===== config.mk =====
export PLATFORM = sky130hd
export DESIGN_NAME = rv_regfile
export DESIGN_NICKNAME = d
export VERILOG_FILES = /design/src/rtl/rv_pkg.sv /design/src/rtl/rv_regfile.sv
export SDC_FILE = /design/constraint.sdc
export NUM_CORES = 2
export LEC_CHECK = 0
export ABC_AREA = 1
export BUFFER_PORTS_ARGS = -buffer_cell sky130_fd_sc_hd__buf_2
export CELL_PAD_IN_SITES_DETAIL_PLACEMENT = 2
export CELL_PAD_IN_SITES_GLOBAL_PLACEMENT = 2
export CORE_MARGIN = 2
export CORE_UTILIZATION = 35
export DETAILED_ROUTE_END_ITERATION = 7
export PLACE_DENSITY = 0.89
export SYNTH_ARGS = -nofsm -noshare
export SYNTH_HDL_FRONTEND = slang
export SYNTH_SLANG_ARGS = --single-unit

===== constraint.sdc =====
create_clock -name clk -period 4.4 [get_ports clk]
set_clock_uncertainty 0.2 [all_clocks]
set_input_delay 0.88 -clock clk [delete_from_list [all_inputs] [get_ports clk]]
set_output_delay 0.88 -clock clk [all_outputs]
set_load 0.005 [all_outputs]

===== src/rtl/rv_pkg.sv =====
// Shared RV32I core types and sizes.
package rv_pkg;

    localparam int unsigned XLEN       = 32;
    localparam int unsigned REG_ADDR_W = 5;
    localparam int unsigned NUM_REGS   = 32;

    typedef logic [XLEN-1:0]       word_t;
    typedef logic [REG_ADDR_W-1:0] reg_idx_t;

endpackage : rv_pkg


===== src/rtl/rv_regfile.sv =====
// RV32I integer register file: two combinational read ports, one synchronous
// write port, x0 hardwired to zero with no backing storage.
module rv_regfile
    import rv_pkg::*;
#(
    parameter int unsigned DATA_W = XLEN,
    parameter int unsigned ADDR_W = REG_ADDR_W
) (
    input  logic              clk,
    input  logic              rst,
    input  logic              wen,
    input  logic [ADDR_W-1:0] regA_sel,
    input  logic [ADDR_W-1:0] regB_sel,
    input  logic [ADDR_W-1:0] regW_sel,
    input  logic [DATA_W-1:0] regW_i,
    output logic [DATA_W-1:0] regA_o,
    output logic [DATA_W-1:0] regB_o
);

    localparam int unsigned NUM_R = 1 << ADDR_W;

    // x1..x(NUM_R-1); index 0 is decoded away on both read and write.
    logic [DATA_W-1:0] regs_q [1:NUM_R-1] = '{default: '0};
    logic [DATA_W-1:0] regs_d [1:NUM_R-1];

    // Next-state: a single enabled write lands in its register; writes to x0 match nothing.
    always_comb begin
        regs_d = regs_q;
        for (int unsigned i = 1; i < NUM_R; i++) begin
            if (wen && (regW_sel == ADDR_W'(i))) begin
                regs_d[i] = regW_i;
            end
        end
    end

    // Storage update; reset wins over a same-cycle write.
    always_ff @(posedge clk) begin
        if (rst) begin
            for (int unsigned i = 1; i < NUM_R; i++) begin
                regs_q[i] <= '0;
            end
        end else begin
            regs_q <= regs_d;
        end
    end

    // Read port A: zero-latency mux, index 0 reads zero; no write bypass.
    always_comb begin
        regA_o = '0;
        for (int unsigned i = 1; i < NUM_R; i++) begin
            if (regA_sel == ADDR_W'(i)) begin
                regA_o = regs_q[i];
            end
        end
    end

    // Read port B: identical to port A.
    always_comb begin
        regB_o = '0;
        for (int unsigned i = 1; i < NUM_R; i++) begin
            if (regB_sel == ADDR_W'(i)) begin
                regB_o = regs_q[i];
            end
        end
    end

endmodule : rv_regfile


==> run summary, run 1 <==
Yosys printed 0 warnings. The I/O pin total came out at 114. The category of the worst endpoint is a top-level output.

The global-route repair_timing pass left the worst setup endpoint at regB_o[13]. Row generation in the floorplan step produced 139 rows. The routability-driven placement congestion ratio is 0.9215. In this run, CTS created clock tree buffers numbering 114. The tool reported: "[ERROR GRT-0232] Routing congestion too high. Check the congestion heatmap in the GUI". CTS placed an instance of sky130_fd_sc_hd__clkbuf_16 at the clock tree root. The height of the die came out at 383.4 µm. The average instance area after synthesis is 6.480 µm². The hold buffer count at CTS came out at 0. The width of the die is 383.4 µm. The netlist uses 26 different library cells. After global routing the overflow that remains totals 4. The number of sinks on the clock net is 992. The number of nets in the synthesized netlist came out at 7823. The detailed-placement wirelength estimate came out at 225.6 mm. The stopping stage is global routing. The gate count of the mapped netlist is 7773. The synthesis-stage register bit count is 992. The maximum count of clock buffers along a single path is 3.

The sequential share of the synthesized area came out at 0.3943. The count of buffers inserted at the top-level ports came out at 113. In this run the number of H-tree levels came out at 3.

The flow did not finish. The global-route usage over all layers is 0.7145. OpenSTA, run right after detailed placement, puts the worst setup slack at -1.063 ns. The mapped cell area came out at 0.05037 mm².

The maximum number of pins on one net before global-route repair is 114. For this configuration, the core starts out at a cell density of 0.3515. The initial antenna violation count came out at 106.
synth_stat cells:
cell type | instances | area share
sky130_fd_sc_hd__nor3_4 | 1 | 0.00032
sky130_fd_sc_hd__nor2_1 | 1304 | 0.097
sky130_fd_sc_hd__a211oi_1 | 510 | 0.076
sky130_fd_sc_hd__nor3_1 | 20 | 0.0020
sky130_fd_sc_hd__or2_1 | 2 | 0.00025
sky130_fd_sc_hd__nand2_1 | 2034 | 0.15
sky130_fd_sc_hd__buf_2 | 57 | 0.0057
sky130_fd_sc_hd__o2111ai_1 | 4 | 0.00070
sky130_fd_sc_hd__inv_1 | 502 | 0.037
sky130_fd_sc_hd__or2_0 | 2 | 0.00025
sky130_fd_sc_hd__a21oi_1 | 521 | 0.052
sky130_fd_sc_hd__nand4_1 | 608 | 0.076
sky130_fd_sc_hd__nand2_2 | 2 | 0.00025
sky130_fd_sc_hd__buf_1 | 72 | 0.0054
sky130_fd_sc_hd__nor2_2 | 9 | 0.0011
sky130_fd_sc_hd__buf_6 | 1 | 0.00022
sky130_fd_sc_hd__nand3_1 | 519 | 0.052
sky130_fd_sc_hd__o21ai_0 | 46 | 0.0046
sky130_fd_sc_hd__nand3_2 | 1 | 0.00020
sky130_fd_sc_hd__inv_2 | 10 | 0.00075
sky130_fd_sc_hd__clkbuf_1 | 524 | 0.039
sky130_fd_sc_hd__dfxtp_1 | 992 | 0.39
sky130_fd_sc_hd__buf_4 | 4 | 0.00060
sky130_fd_sc_hd__clkinv_1 | 6 | 0.00045
sky130_fd_sc_hd__or2_2 | 19 | 0.0024
sky130_fd_sc_hd__nor3_2 | 3 | 0.00060
per-layer routing:
layer	global-route usage	GRT overflow
met5	0.2381	0
met4	0.7498	2
met2	0.8884	2
met3	0.5536	0
met1	0.6990	0
stage by stage:
stage / TNS (ns) / cells / hold WS (ns) / area (µm²)
4_1_cts: -50.20 / 9973 / 0.2057 / 63030
3_5_place_dp: -57.31 / 9659 / 0.2733 / 56120
3_3_place_gp: -45.53 / 9659 / 0.2622 / 56120
2_1_floorplan: 0 / 7773 / 0.2474 / 50370
cells by family after synthesis:
group | Yosys count | synth area share
AO/OA/AOI/OAI | 1081 | 0.1330
flip-flops | 992 | 0.3943
buffers and inverters | 1176 | 0.08950
AND/OR/NAND/NOR | 4524 | 0.3832
timing repair:
action,CTS
setup endpoints to repair,64
buffers inserted,106
pin swaps,259
gates cloned,8
gates resized for setup,528
==> run 2, diff against run 1 <==
--- a/config.mk
+++ b/config.mk
@@ -7,12 +7,10 @@
 export LEC_CHECK = 0
 export ABC_AREA = 1
 export BUFFER_PORTS_ARGS = -buffer_cell sky130_fd_sc_hd__buf_2
-export CELL_PAD_IN_SITES_DETAIL_PLACEMENT = 2
-export CELL_PAD_IN_SITES_GLOBAL_PLACEMENT = 2
 export CORE_MARGIN = 2
-export CORE_UTILIZATION = 35
+export CORE_UTILIZATION = 20
 export DETAILED_ROUTE_END_ITERATION = 7
-export PLACE_DENSITY = 0.89
+export PLACE_DENSITY_LB_ADDON = 0.15
 export SYNTH_ARGS = -nofsm -noshare
 export SYNTH_HDL_FRONTEND = slang
 export SYNTH_SLANG_ARGS = --single-unit
==> run summary, run 2 <==
The run finished, with violations left. The final reports fail on negative setup slack. Counting I/O delays and the setup requirement, the final critical path takes 5.266 ns. The first global-routing pass estimated 357.3 mm of wire. The power per cell area is 330.6 mW/mm². Along the worst path, the maximum fanout reaches 47. After clock tree synthesis, the clock-pin slew on the worst setup and hold paths is 0.06 ns. The sequential share of the synthesized area came out at 0.3943. The number of instances in the placed design is 11050. In the global route stage, overall resource usage came out at 0.1842. The worst endpoint required time came out at 3.32 ns. The detailed-placement wirelength estimate is 173.9 mm. By area the synthesized netlist is led by sky130_fd_sc_hd__dfxtp_1 39%, sky130_fd_sc_hd__nand2_1 15%, sky130_fd_sc_hd__nor2_1 9.7%. The final max-slew violation count came out at 0. The max capacitance violation total came out at 0. The tightest min-delay check is of the input port to flop type.

The via density per instance is 4.744. The maximum level of the CTS H-tree came out at 3. The cell at the slowest stage of the critical path is sky130_fd_sc_hd__nand4_1. In this run the static leakage power is 22.38 nW.

Traced cell by cell, the critical path runs through buf_12 -> clkinv_8 -> buf_12 -> buf_12 -> nand4_1 -> nand3_2 -> nor2_2 -> nand4_1 -> nor2_1 -> nand4_1 -> nor2_2 -> nand4_1 -> nor2_2 -> nand4_1 -> nor2_2 -> nand4_1 -> nor2_2 -> nand4_1 -> nor2_1 -> nand4_1 -> buf_2. The routed design has 246.0 mm of wire. The row count came out at 184.

The worst IR drop on VDD is 382.7 µV. The most numerous cell type found on the critical path is sky130_fd_sc_hd__nand4_1. The most critical setup path has its startpoint at regB_sel[4]. The die covers 0.2559 mm².

The number of logic stages on the critical path including buffering is 21. Setup repair after global routing could not meet its margin everywhere. Counting cells, the worst reg-to-reg path comes to 2.

The CTS tree is yes. On the worst path, the slowest cell contributes a delay of 0.21 ns. After detailed routing, the number of remaining DRC violations is 0. The mapped cell area is 0.05037 mm². sky130_fd_sc_hd__dfxtp_1 takes more of the synthesized area than any other cell. The number of flip-flops under the largest register name is 992. The most common library cell in the layout ignoring fill and taps is sky130_fd_sc_hd__nand2_1. The routed layout has 53880 vias. The die is 505.8 µm tall. The share of async-settable or async-resettable flops after synthesis came out at 0.

The wire length per cell after detailed routing came out at 21.66 µm. Excluding fillers, the count of instances in the completed layout stands at 11360. Setup slack on the critical path of the routed design comes to -0.8663 ns. After the first detailed-routing iteration, the DRC count stood at 5031. The initial core utilization came out at 0.2007. Averaged over all synthesized cells, the footprint is 6.480 µm². The I/O pin total came out at 114. The top register by number of flip-flops is regs_q.

The count of different cell masters after synthesis came out at 26. Together, buffers and inverters on the worst path number 5. The placeable core region came out at 0.2509 mm². The synthesis-stage register bit count came out at 992.

The initial antenna violation count came out at 16. The final hold slack is 0.2379 ns. The count of fill cells added during filler insertion is 27770. The count of final hold-check violations is 0.

The root buffer cell is sky130_fd_sc_hd__clkbuf_16. The number of nets in the synthesized netlist came out at 7823. For the pin with the worst max-slew slack, the measured transition is 1.076 ns. The data arrival time of the critical path is 4.19 ns. The count of nets left with antenna violations after detail routing is 0. The commonest cells after synthesis are 2034 x sky130_fd_sc_hd__nand2_1, 1304 x sky130_fd_sc_hd__nor2_1, 992 x sky130_fd_sc_hd__dfxtp_1, 608 x sky130_fd_sc_hd__nand4_1, 524 x sky130_fd_sc_hd__clkbuf_1. In this design, the largest share of critical-path delay is due to simple AND/OR/NAND/NOR gates. In the layout the commonest cells are 1939 x sky130_fd_sc_hd__nand2_1, 1031 x sky130_fd_sc_hd__nor2_1, 992 x sky130_fd_sc_hd__dfxtp_1, 608 x sky130_fd_sc_hd__nand4_1, 514 x sky130_fd_sc_hd__a21oi_1. Clock tree synthesis found a total of 992 sinks.

The iteration count of the initial detailed-routing pass is 6. The share of layout cells above drive strength 1 is 0.1747. The width of the die is 505.8 µm. The maximum count of clock buffers along a single path came out at 3. The fraction of synthesized cell area taken by the top area cell type came out at 0.3943. From synthesis to final layout, the design area changed by 28.83%. STA classifies the critical path startpoint as an input port. The worst hold path passes through 3 cells. Setup violations remaining at the end of the flow were counted as 64.

In the final design database the tool counted 7959 nets. The Yosys step of the flow raised 0 warnings. Static timing analysis puts the maximum clock frequency at 0.1899 GHz. The worst slew margin relative to its limit is 0.2824.

The worst setup path is captured at an output port. Summed over all layers, the global routing overflow is 0. The critical path in this run is classified as input port to output port.

The period utilization came out at 1.197. After technology mapping, the gate count stands at 7773. The most used flip-flop cell after synthesis is sky130_fd_sc_hd__dfxtp_1. During placement, the flow inserted port buffers numbering 113. The number of flops mapped to enable cells by yosys is 0. The routability-driven placement congestion ratio came out at 0.8365. The startpoint identified for the worst register-to-register timing path is regs_q[11]$_SDFFE_PP0P_. The CTS buffer count came out at 118. The largest registers in the layout are regs_q x992.

The startpoint identified for the worst hold timing path is regW_i[19]. Entering global routing, the biggest net connects 140 pins. The number of global-route vias before repair is 49840.

Clock latency on the worst-skew pair, taken at its later pin, is 0.76 ns. The most frequently used cell type in the post-synthesis netlist is sky130_fd_sc_hd__nand2_1.
[run 2: cell counts after synthesis]
No cell type changed its count.
[run 2: path summary, 6_finish.rpt]
path,slack (ns),end
worst max register to register,3.27,regs_q[11]$_SDFFE_PP0P_
worst min register to register,0.28,regs_q[419]$_SDFFE_PP0P_
worst max-delay path,-0.87,regB_o[24]
worst min-delay path,0.24,regs_q[947]$_SDFFE_PP0P_
[run 2: timing repair]
item,4_1_cts,5_1_grt
cloned,9,2
resized for setup,433,250
hold buffers,0,0
setup endpoints to repair,64,64
endpoints found under the hold margin,0,0
buffers inserted,47,36
pin swaps,144,354
[run 2: cell type report]
type / count / area [µm²] / share of cell area
flip-flops and latches: 992 / 19860 / 0.3060
well taps: 3348 / 4189 / 0.06455
repair buffers: 672 / 6888 / 0.1061
diodes: 3 / 7.507 / 0.0001157
repair inverters: 1 / 5.005 / 0.00007713
multi-input cells: 5606 / 27840 / 0.4291
inverters: 518 / 2028 / 0.03126
clock buffers: 185 / 3645 / 0.05617
clock inverters: 33 / 427.9 / 0.006594
[run 2: kinds of logic after synthesis]
family | share of synthesized area
AO/OA/AOI/OAI | 0.1330
buffers and inverters | 0.08950
AND/OR/NAND/NOR | 0.3832
flip-flops | 0.3943
[run 2: layer usage]
metal | track usage | wire length (µm)
met5 | 0 | 0
met4 | 0.03939 | 5102
met3 | 0.02558 | 15480
met2 | 0.2696 | 102600
met1 | 0.2816 | 122900
[run 2: stage by stage]
step                worst slack, ns  setup TNS, ns  area, µm²  total power [mW]    util
global route                -0.9733         -51.28      64890             22.15  0.2586
CTS                         -0.7689         -36.59      63750             21.66  0.2540
global placement             -1.133         -56.94      57710             10.93  0.2300
finish                      -0.8663         -39.29      64890             21.45  0.2586
detailed placement           -1.128         -56.24      57710             10.93  0.2300
floorplan                    0.6218              0      50370             10.07       -
[run 2: worst register-to-register path, stage by stage (launching register included)]
cell                       delay (ns)
sky130_fd_sc_hd__dfxtp_1         0.55
sky130_fd_sc_hd__nor2_1          0.09
sky130_fd_sc_hd__a211oi_1        0.20
[run 2: power by group]
| group | internal [mW] | leakage [nW] | total (mW) | switching, mW |
|---|---|---|---|---|
| clock | 6.12 | 2.02 | 10.5 | 4.41 |
| combinational | 0.484 | 12.4 | 1.78 | 1.30 |
| sequential | 9.07 | 8.00 | 9.14 | 0.0622 |
| total | 15.7 | 22.4 | 21.5 | 5.78 |
No activity file was read; power rests on OpenSTA's default activity.
